### config.mk
export PLATFORM = sky130hd
export DESIGN_NAME = ex_mem_elastic_reg
export DESIGN_NICKNAME = d
export VERILOG_FILES = /design/src/rtl/ex_mem_elastic_reg.sv
export SDC_FILE = /design/constraint.sdc
export NUM_CORES = 1
export LEC_CHECK = 0
export CAP_MARGIN = 20
export CORE_AREA = 2 2 168 170
export CTS_BUF_LIST = sky130_fd_sc_hd__clkbuf_8
export CTS_CLUSTER_SIZE = 12
export DETAILED_ROUTE_END_ITERATION = 7
export DIE_AREA = 0 0 170 172
export GPL_TIMING_DRIVEN = 0
export PLACE_DENSITY = 0.65
export SYNTH_ARGS = -nofsm -noshare
export SYNTH_HDL_FRONTEND = slang
export SYNTH_SLANG_ARGS = --single-unit
### constraint.sdc
create_clock -name clk -period 4.86 [get_ports clk]
set_clock_uncertainty 0.2 [all_clocks]
set_input_delay 1.215 -clock clk [delete_from_list [all_inputs] [get_ports clk]]
set_output_delay 1.215 -clock clk [all_outputs]
set_load 0.02 [all_outputs]
### src/rtl/ex_mem_elastic_reg.sv
// Elastic EX->MEM pipeline register with a 2-entry skid buffer, flush and a stall-cycle counter.
// Latency: 1 cycle from input transfer to out_valid; one entry per cycle while out_ready stays high.
// Backpressure: the skid entry absorbs one extra instruction; in_ready (a flop) drops only while skid is full.
//
// Ports:
//   clk, rst_n (synchronous, active-low), flush (kills held and incoming entries)
//   in_valid/in_ready + *_E fields   : EX-side handshake and instruction payload
//   out_valid/out_ready + *_M fields : MEM-side handshake and head-entry payload
//   clr_cnt/stall_cnt                : saturating count of out_valid && !out_ready cycles
module ex_mem_elastic_reg #(
  parameter int WIDTH       = 32,
  parameter int REG_ADDR_W  = 5,
  parameter int STALL_CNT_W = 16
) (
  input  logic                   clk,
  input  logic                   rst_n,
  input  logic                   flush,
  input  logic                   in_valid,
  output logic                   in_ready,
  input  logic                   RegWrite_E,
  input  logic [1:0]             ResultSrc_E,
  input  logic                   MemWrite_E,
  input  logic [WIDTH-1:0]       ALUResult_E,
  input  logic [WIDTH-1:0]       WriteData_E,
  input  logic [WIDTH-1:0]       PCPlus4_E,
  input  logic [REG_ADDR_W-1:0]  Rd_E,
  output logic                   out_valid,
  input  logic                   out_ready,
  output logic                   RegWrite_M,
  output logic [1:0]             ResultSrc_M,
  output logic                   MemWrite_M,
  output logic [WIDTH-1:0]       ALUResult_M,
  output logic [WIDTH-1:0]       WriteData_M,
  output logic [WIDTH-1:0]       PCPlus4_M,
  output logic [REG_ADDR_W-1:0]  Rd_M,
  input  logic                   clr_cnt,
  output logic [STALL_CNT_W-1:0] stall_cnt
);

  typedef struct packed {
    logic                  reg_write;
    logic [1:0]            result_src;
    logic                  mem_write;
    logic [WIDTH-1:0]      alu_result;
    logic [WIDTH-1:0]      write_data;
    logic [WIDTH-1:0]      pc_plus4;
    logic [REG_ADDR_W-1:0] rd;
  } entry_t;

  typedef enum logic [1:0] {
    EMPTY = 2'd0,
    ONE   = 2'd1,
    TWO   = 2'd2
  } state_t;

  localparam logic [STALL_CNT_W-1:0] CNT_MAX = '1;

  state_t state;
  entry_t main_q;
  entry_t skid_q;
  entry_t in_ent;
  logic   in_xfer;
  logic   out_xfer;

  assign in_ent = {RegWrite_E, ResultSrc_E, MemWrite_E, ALUResult_E,
                   WriteData_E, PCPlus4_E, Rd_E};

  assign out_valid = (state != EMPTY);
  assign in_xfer   = in_valid && in_ready;
  assign out_xfer  = out_valid && out_ready;

  // Payload is only captured on an input transfer, so garbage on the _E
  // inputs while in_valid=0 never reaches the stored entries.
  always_ff @(posedge clk) begin
    if (!rst_n) begin
      state    <= EMPTY;
      in_ready <= 1'b1;
      main_q   <= '0;
      skid_q   <= '0;
    end else if (flush) begin
      // Any simultaneous output transfer already happened; the incoming
      // entry is simply not captured. Data fields keep their old values.
      state    <= EMPTY;
      in_ready <= 1'b1;
    end else begin
      case (state)
        EMPTY: begin
          if (in_xfer) begin
            main_q <= in_ent;
            state  <= ONE;
          end
        end
        ONE: begin
          if (in_xfer && out_xfer) begin
            main_q <= in_ent;
          end else if (in_xfer) begin
            skid_q   <= in_ent;
            state    <= TWO;
            in_ready <= 1'b0;
          end else if (out_xfer) begin
            state <= EMPTY;
          end
        end
        TWO: begin
          // in_ready is low here, so only the output side can move.
          if (out_xfer) begin
            main_q   <= skid_q;
            state    <= ONE;
            in_ready <= 1'b1;
          end
        end
        default: begin
          state    <= EMPTY;
          in_ready <= 1'b1;
        end
      endcase
    end
  end

  // Write enables are masked by out_valid so a bubble can never write.
  assign RegWrite_M  = main_q.reg_write & out_valid;
  assign MemWrite_M  = main_q.mem_write & out_valid;
  assign ResultSrc_M = main_q.result_src;
  assign ALUResult_M = main_q.alu_result;
  assign WriteData_M = main_q.write_data;
  assign PCPlus4_M   = main_q.pc_plus4;
  assign Rd_M        = main_q.rd;

  always_ff @(posedge clk) begin
    if (!rst_n) begin
      stall_cnt <= '0;
    end else if (clr_cnt) begin
      stall_cnt <= '0;
    end else if (out_valid && !out_ready && (stall_cnt != CNT_MAX)) begin
      stall_cnt <= stall_cnt + 1'b1;
    end
  end

endmodule

* Word level (Yosys, flattened, before mapping)
Index checks and enable logic that the tools add are counted.
** Cells by class
- Eq/ne operators :: 9
- Multiplexer cells :: 14
- Reduce and logical (&&, ||, !) cells :: 15
- Add/sub/neg operators :: 1
- Bitwise gates (word level) :: 6
** Operator list (number)
- two-way mux 105 bit :: 3
- one-hot mux 105 bit (3 select lines) :: 1
- adder 16 x 1 -> 16 bit (second input constant) :: 1
- inequality test 16 bit (second input constant) :: 1
- AND reduction 4 bit :: 3
- two-way mux 2 bit :: 5
- inequality test 2 bit (second input constant) :: 5
- one-hot mux 2 bit (3 select lines) :: 1
- logical AND 1 bit :: 5
- AND reduction 5 bit :: 1
- inverter 1 bit :: 4
- OR reduction 2 bit :: 2
- two-way mux 1 bit :: 3
- inequality test 3 bit (second input constant) :: 1
- one-hot mux 1 bit (3 select lines) :: 1
- nonzero test 3 bit :: 1
- bitwise AND 1 bit :: 2
- == test 2 x 1 -> 1 bit (second input constant) :: 1
- == test 2 bit (second input constant) :: 1
- zero test 2 bit :: 1
- nonzero test 2 bit :: 1
- zero test 1 bit :: 1
** Storage, ports and cells
- Word-level logic and storage cells :: 62
- Input port bits :: 111
- Output and inout port bits :: 123
- Bits in registers :: 229

* Logic depth before layout (Yosys ltp)
Gate-level depths: netlist of the first run.
- Depth after elaboration :: 6
- Depth in mapped cells :: 7
- Mapped depth without buffers :: 5

* Least setup slack after synthesis of the first run
OpenSTA, ideal clock, no wires.
- Kind :: input port to flip-flop
- From :: input in_valid
- To :: register skid_q[50] (netlist name)
- Slack :: 2160 ps
- Data arrival time :: 2367 ps
- Buffers on the path :: 3
- Cell stages on the path :: 7
- Setup time :: 132 ps
- Path through :: nand2_1 -> or4b_1 -> buf_2 -> buf_6 -> buf_6 -> nand2_1 -> a21oi_1
** Between the ends
- Word-level cells in the longest chain between the ends :: 4
** Ends and longest elaborated chain
- start: declaration :: RTL line 18 : input logic in_valid,
- logical AND 1 bit * :: RTL line 69 : assign in_xfer = in_valid && in_ready;
- logical AND 1 bit :: RTL line 94 : if (in_xfer && out_xfer) begin
- inverter 1 bit (no line)
- AND reduction 4 bit (no line) *
- end signal: assignment :: RTL line 97 : skid_q <= in_ent;
- end: declaration :: RTL line 60 : entry_t skid_q;
Mark *: on every way between the ends. The rest lies on a longest branch, timed or not.
A chain may end at the register's enable or synchronous reset.

* Final worst setup path of the first run
- From :: register state[1]
- To :: output RegWrite_M
** Between the ends
- Word-level cells in the longest chain between the ends :: 2
** Ends and longest elaborated chain
- start: declaration :: RTL line 58 : state_t state;
- start signal: assignment :: RTL line 76 : state <= EMPTY;
- start signal: assignment :: RTL line 83 : state <= EMPTY;
- start signal: assignment :: RTL line 90 : state <= ONE;
- nonzero test 2 bit :: RTL line 68 : assign out_valid = (state != EMPTY);
- bitwise AND 1 bit :: RTL line 121 : assign RegWrite_M = main_q.reg_write & out_valid;
- end: declaration :: RTL line 29 : output logic RegWrite_M,
Every way passes these cells.

==> results of run 1 <==
==> layer usage <==
metal | up-vias | GRT usage
li1 | 4641 | -
met5 | - | 0
met2 | 275 | 0.348
met1 | 4540 | 0.280
met4 | 0 | 0.0647
met3 | 47 | 0.0453
==> area by class of cell <==
| cell class | count | area [um2] | area share |
|---|---|---|---|
| timing repair buffer | 231 | 2310 | 0.161 |
| sequential | 229 | 4580 | 0.319 |
| tap | 346 | 433 | 0.0302 |
| multi-input combinational | 723 | 4970 | 0.346 |
| antenna | 3 | 7.51 | 0.000523 |
| buffer | 212 | 1260 | 0.0881 |
| clock buffer | 51 | 702 | 0.0489 |
| clock inverter | 16 | 63.8 | 0.00445 |
| inverter | 3 | 11.3 | 0.000785 |
==> through the flow <==
stage	setup WS, ns	total power, W	hold slack, ns
6_report	1.32	0.00444	0.251
5_1_grt	1.22	0.00462	0.264
4_1_cts	1.27	0.00449	0.253
3_5_place_dp	1.11	0.00276	0.245
3_3_place_gp	1.14	0.00276	0.239
2_1_floorplan	2.16	0.00244	0.234
==> cells in the final DEF (no fill, tap or decap), types with 3 or more instances in the layout <==
master / count
and3_1: 4
nand3_1: 4
o31ai_1: 5
clkbuf_8: 51
o311a_1: 105
nand4_1: 4
buf_1: 4
clkdlybuf4s50_1: 231
clkbuf_1: 82
dfxtp_1: 229
buf_4: 107
inv_1: 17
nor3_1: 3
nor2_1: 5
buf_6: 7
o21a_1: 3
a21oi_1: 116
diode_2: 3
or3_1: 5
or4_1: 4
o21bai_1: 106
nand2_1: 220
buf_2: 12
mux2_2: 105
o21ai_0: 4
==> power by group through the flow <==
| stage | logic (W) | registers (W) | clock network [W] |
|---|---|---|---|
| 3_5_place_dp | 0.000738 | 0.00202 | 0 |
| 2_1_floorplan | 0.000429 | 0.00201 | 0 |
| 5_1_grt | 0.000791 | 0.00199 | 0.00184 |
| 4_1_cts | 0.000742 | 0.00198 | 0.00176 |
| 6_report | 0.000740 | 0.00199 | 0.00171 |
| 3_3_place_gp | 0.000734 | 0.00202 | 0 |
==> worst paths after layout <==
| path | end | start | slack, ns |
|---|---|---|---|
| worst min-delay path | skid_q[102]$_SDFFE_PN0P_ | skid_q[102]$_SDFFE_PN0P_ | 0.25 |
| worst max register to register | skid_q[94]$_SDFFE_PN0P_ | state[0]$_SDFFE_PP0P_ | 2.38 |
| worst max-delay path | RegWrite_M | state[1]$_SDFFE_PP0P_ | 1.32 |
| worst min register to register | skid_q[102]$_SDFFE_PN0P_ | skid_q[102]$_SDFFE_PN0P_ | 0.25 |
==> critical path, stage by stage, from the launching register on <==
cell and delay [ns]:
dfxtp_1 0.31, buf_4 0.16, or2_2 0.36, and2_1 0.21
clkdlybuf4s50_1 0.54
==> flip-flops by register name, summed over array words and instances, names as in the netlist <==
| name | flops |
|---|---|
| ResultSrc_M | 2 |
| state | 2 |
| stall_cnt | 16 |
| WriteData_M | 32 |
| ALUResult_M | 32 |
| PCPlus4_M | 32 |
| in_ready | 1 |
| skid_q | 105 |
| Rd_M | 5 |
| main_q | 2 |
==> cell families (layout without fill, tap and decap cells) <==
| logic type | count (synthesis) | count (layout) | synth area share |
|---|---|---|---|
| xor+xnor | 2 | 2 | 0.00162 |
| simple gates | 265 | 265 | 0.105 |
| other cells | 0 | 3 | 0 |
| fa+ha+maj | 1 | 1 | 0.00115 |
| buf+inv | 215 | 513 | 0.118 |
| flops | 229 | 229 | 0.423 |
| mux | 106 | 106 | 0.110 |
| compound gates | 349 | 349 | 0.242 |
==> reports/qor.csv, run 1 <==
metric;value;unit
outcome;complete, no violations;
Hold Path Stages;2;
CTS buffer count;41;
Max Fclk;0.283;GHz
combinational power share;0.167;
total gr overflow;0;
CORE AREA;27500;um2
die height;172;um
die footprint;29200;um2
vias post-DR;9503;
Crit path required time;3.44;ns
Rows;61;
DP Cell Count;1744;
Post-synth EDFFs;0;
Synth-to-Final Area Change;32.5;%
first-pass GRT wire length;49300;um
M1 WL;14800;um
DR vias/cell;5.24;
I/O Pins;234;
met2 routed WL;14700;um
slew margin rel.;0.348;
Netlist cell types;46;
drt initial violations;603;
Net Sw Power;0.00116;W
clock tree from TritonCTS;done;
Post-CTS Setup Repair Bufs;0;
Peak VDD IR;0.172;mV
# Max-Cap Violations;0;
Leak Pwr;5.38;nW
Seq cells post-synth;229;
Port Buffer Count;231;
Slew Viols, Final;0;
CP max FO;10;
chip width;170;um
internal power;0.00327;W
Post-DP HPWL;21900;um
clk sinks;229;
setup TNS;0;ns
Clock Latency Late Sink;0.53;ns
HP Class;reg2reg;
largest net degree at the start of global routing;11;
syn avg cell area;9.28;um2
Reg clk slew, reported paths;0.05;ns
Final period util;0.727;
Finished Layout Cells;1814;
ranking of synthesized cells by area;dfxtp_1 42%, mux2_2 11%, o311a_1 9.7%;
top sig layer;met4;
WL per Instance;17.6;um
largest area contributor in the synthesized netlist;dfxtp_1;
Worst Path Arrival;2.12;ns
post-route ant nets;0;
Yosys top cell area share;0.423;
Worst Tran Pin Value;0.978;ns
GPL Wtd Cong;0.800;
power share of the clock group;0.385;
synth warn;0;
Setup violations, final;0;
total track usage;0.212;
vias in the first global route;9219;
sequential share of the synthesized area;0.423;
CTS Root Cell;clkbuf_8;
switch share;0.262;
DRC viols;0;
Post-Syn Area;10800;um2
met3 wire len;1860;um
RSZ-0062 raised after global routing;no;
Post-synth ARST share;0;
final wirelength;31900;um
CP startpoint kind;flop;
Reg power frac;0.448;
fill cell count;2596;
fin crit period;3.54;ns
# hold bufs at CTS;0;
Mapped Cells;1167;
Initial Utilization;0.394;
Final Hold Viols;0;
Crit Path Class;reg2out;
DP Area;13600;um2
fin util;0.522;
Final Instance Area;14400;um2
type of element capturing the critical path;output port;
post-synthesis net count;1279;
CTS resizes;0;
htree depth;2;
CTS max path bufs;3;
Synth top cells by count;229 x dfxtp_1, 220 x nand2_1, 116 x a21oi_1, 107 x buf_4, 106 x o21bai_1;
initial antenna violation count;3;
Synth Flop Type;dfxtp_1;
cell with the most instances after synthesis;dfxtp_1;
pwr dens;309;nW/um2
share of cells above drive strength 1;0.200;
first-pass iteration count of the detailed router;5;
final net count;1553;
Worst R2R Path Depth;6;
Note: power is estimated with default switching activity, not from simulation.
==> run 2, diff against run 1 <==
--- a/config.mk
+++ b/config.mk
@@ -12,7 +12,7 @@
 export DETAILED_ROUTE_END_ITERATION = 7
 export DIE_AREA = 0 0 170 172
 export GPL_TIMING_DRIVEN = 0
-export PLACE_DENSITY = 0.65
+export PLACE_DENSITY = 0.67
 export SYNTH_ARGS = -nofsm -noshare
 export SYNTH_HDL_FRONTEND = slang
 export SYNTH_SLANG_ARGS = --single-unit
==> constraint.sdc (replaced) <==
create_clock -name clk -period 3.1 [get_ports clk]
set_clock_uncertainty 0.2 [all_clocks]
set_input_delay 0.775 -clock clk [delete_from_list [all_inputs] [get_ports clk]]
set_output_delay 0.775 -clock clk [all_outputs]
set_load 0.02 [all_outputs]
==> reports/qor.csv, run 2 (synthesized netlist as in run 1, its figures left out) <==
metric;value;unit;change
Final period util;0.938;;
total gr overflow;0;;unchanged
die footprint;29200;um2;unchanged
WL per Instance;17.5;um;-0.65%
outcome;complete, no violations;;
reg2reg end;WriteData_M[10]$_SDFFE_PN0P_;;
clk sinks;229;;unchanged
Initial Utilization;0.394;;unchanged
Crit Path Class;reg2out;;
Reg clk slew, reported paths;0.06;ns;about the same
# Max-Cap Violations;0;;unchanged
most frequent cells in the layout;229 x dfxtp_1, 229 x clkdlybuf4s50_1, 220 x nand2_1;;
worst hold slack;0.253;ns;+0.00104 ns
Hold Path Origin;skid_q[12]$_SDFFE_PN0P_;;
DRC viols;0;;unchanged
first-pass iteration count of the detailed router;5;;unchanged
Clock Latency Late Sink;0.52;ns;about the same
I/O Pins;234;;unchanged
Synth-to-Final Area Change;32.5;%;about the same
drt initial violations;591;;-2.0%
HP Class;reg2reg;;
Rows;61;;unchanged
share of cells above drive strength 1;0.201;;+0.000820
Setup violations, final;0;;unchanged
type of element capturing the critical path;output port;;
Setup WS post-layout;0.193;ns;-1.13 ns
vias post-DR;9515;;+0.13%
Post-DP HPWL;22200;um;+1.1%
max reg flops;105;;unchanged
pwr dens;487;nW/um2;+58%
vias in the first global route;9298;;+0.86%
htree depth;2;;unchanged
Crit path required time;2.12;ns;-1.32 ns
final net count;1553;;unchanged
Leak Pwr;5.39;nW;+0.25%
Post-CTS Setup Repair Bufs;0;;unchanged
Final Hold Viols;0;;unchanged
Port Buffer Count;231;;unchanged
DR vias/cell;5.25;;+0.29%
Worst R2R Path Depth;6;;unchanged
CTS buffer count;41;;unchanged
initial antenna violation count;0;;-3
CTS Root Cell;clkbuf_8;;
Max Fclk;0.344;GHz;
first-pass GRT wire length;49200;um;-0.13%
slew margin rel.;0.440;;+0.0921
CP max FO;10;;unchanged
GPL Wtd Cong;0.811;;+1.4%
fin crit period;2.91;ns;
Peak VDD IR;0.269;mV;+56%
reg2reg setup slack;0.65;ns;-1.73 ns
Worst Path Arrival;1.93;ns;-0.19 ns
RSZ-0062 raised after global routing;no;;
die height;172;um;unchanged
clock tree from TritonCTS;done;;
DP Area;13600;um2;unchanged
Top reg by flops;skid_q;;
Worst Tran Pin Value;0.840;ns;-0.138 ns
CTS max path bufs;3;;unchanged
worst hold endpoint;skid_q[12]$_SDFFE_PN0P_;;
Hold Path Stages;2;;unchanged
CP startpoint kind;flop;;
post-route ant nets;0;;unchanged
FF-to-FF Start;state[0]$_SDFFE_PP0P_;;
Slew Viols, Final;0;;unchanged
largest net degree at the start of global routing;11;;unchanged
CORE AREA;27500;um2;unchanged
total track usage;0.210;;-0.00154
final wirelength;31600;um;-0.82%
chip width;170;um;unchanged
dpl ws;-0.215;ns;-1.33 ns
fill cell count;2550;;-1.8%
Final Instance Area;14400;um2;about the same
## run 2: cell types whose count changed in the layout (fill, tap and decap cells not counted)
cell             delta
clkdlybuf4s50_1     -2
diode_2             -2
clkbuf_8            -1
bufinv_16           +1
dlygate4sd2_1       +2
inv_1               -2
clkinv_2            +2
clkinvlp_4          -1
## run 2: per-layer routing
metal,GRT usage,wire [um]
met4,0.0661,885
met1,0.274,14300
met3,0.0460,1890
met5,0,0
met2,0.349,14500
## run 2: cell type report
class / count / area (um2) / share of cell area
Clock buffer: 50 / 688 / 0.0479
Timing Repair Buffer: 231 / 2310 / 0.161
Buffer: 212 / 1260 / 0.0881
Tap cell: 346 / 433 / 0.0302
Inverter: 3 / 11.3 / 0.000784
Multi-Input combinational cell: 723 / 4970 / 0.346
Antenna cell: 1 / 2.50 / 0.000174
Sequential cell: 229 / 4580 / 0.319
Clock inverter: 16 / 88.8 / 0.00619
## run 2: through the flow
stage          TNS [ns]  instances  utilization  total power (W)
5_1_grt               0       1810        0.522          0.00730
4_1_cts               0       1810        0.522          0.00708
2_1_floorplan         0       1167            -          0.00383
6_report              0       1811        0.522          0.00700
3_3_place_gp      -6.12       1744        0.494          0.00432
3_5_place_dp      -8.75       1744        0.494          0.00433
## run 2: report_power, final
group	total (W)	switching (W)	internal [W]	leakage [nW]
clock network	0.00273	0.00121	0.00152	0.451
registers	0.00311	0.0000563	0.00306	1.87
logic	0.00116	0.000540	0.000616	3.07
## run 2: critical path, cell delays in order (launching register included)
cell	delay (ns)
dfxtp_1	0.31
buf_4	0.17
or2_2	0.37
clkdlybuf4s50_1	0.57
## run 2: worst max-delay path by stage
stage                           from                      end  slack (ns)
4_1_cts        state[1]$_SDFFE_PP0P_                out_valid        0.15
5_1_grt        state[1]$_SDFFE_PP0P_                out_valid        0.12
3_5_place_dp               out_ready  skid_q[57]$_SDFFE_PN0P_       -0.21
3_3_place_gp               out_ready  skid_q[53]$_SDFFE_PN0P_       -0.14
2_1_floorplan               in_valid  skid_q[50]$_SDFFE_PN0P_        0.84
6_report       state[1]$_SDFFE_PP0P_                out_valid        0.19
## run 2: what timing repair did
item	CTS	global route
resized for setup	2	0
hold buffers	0	0
endpoints found under the setup margin	2	0
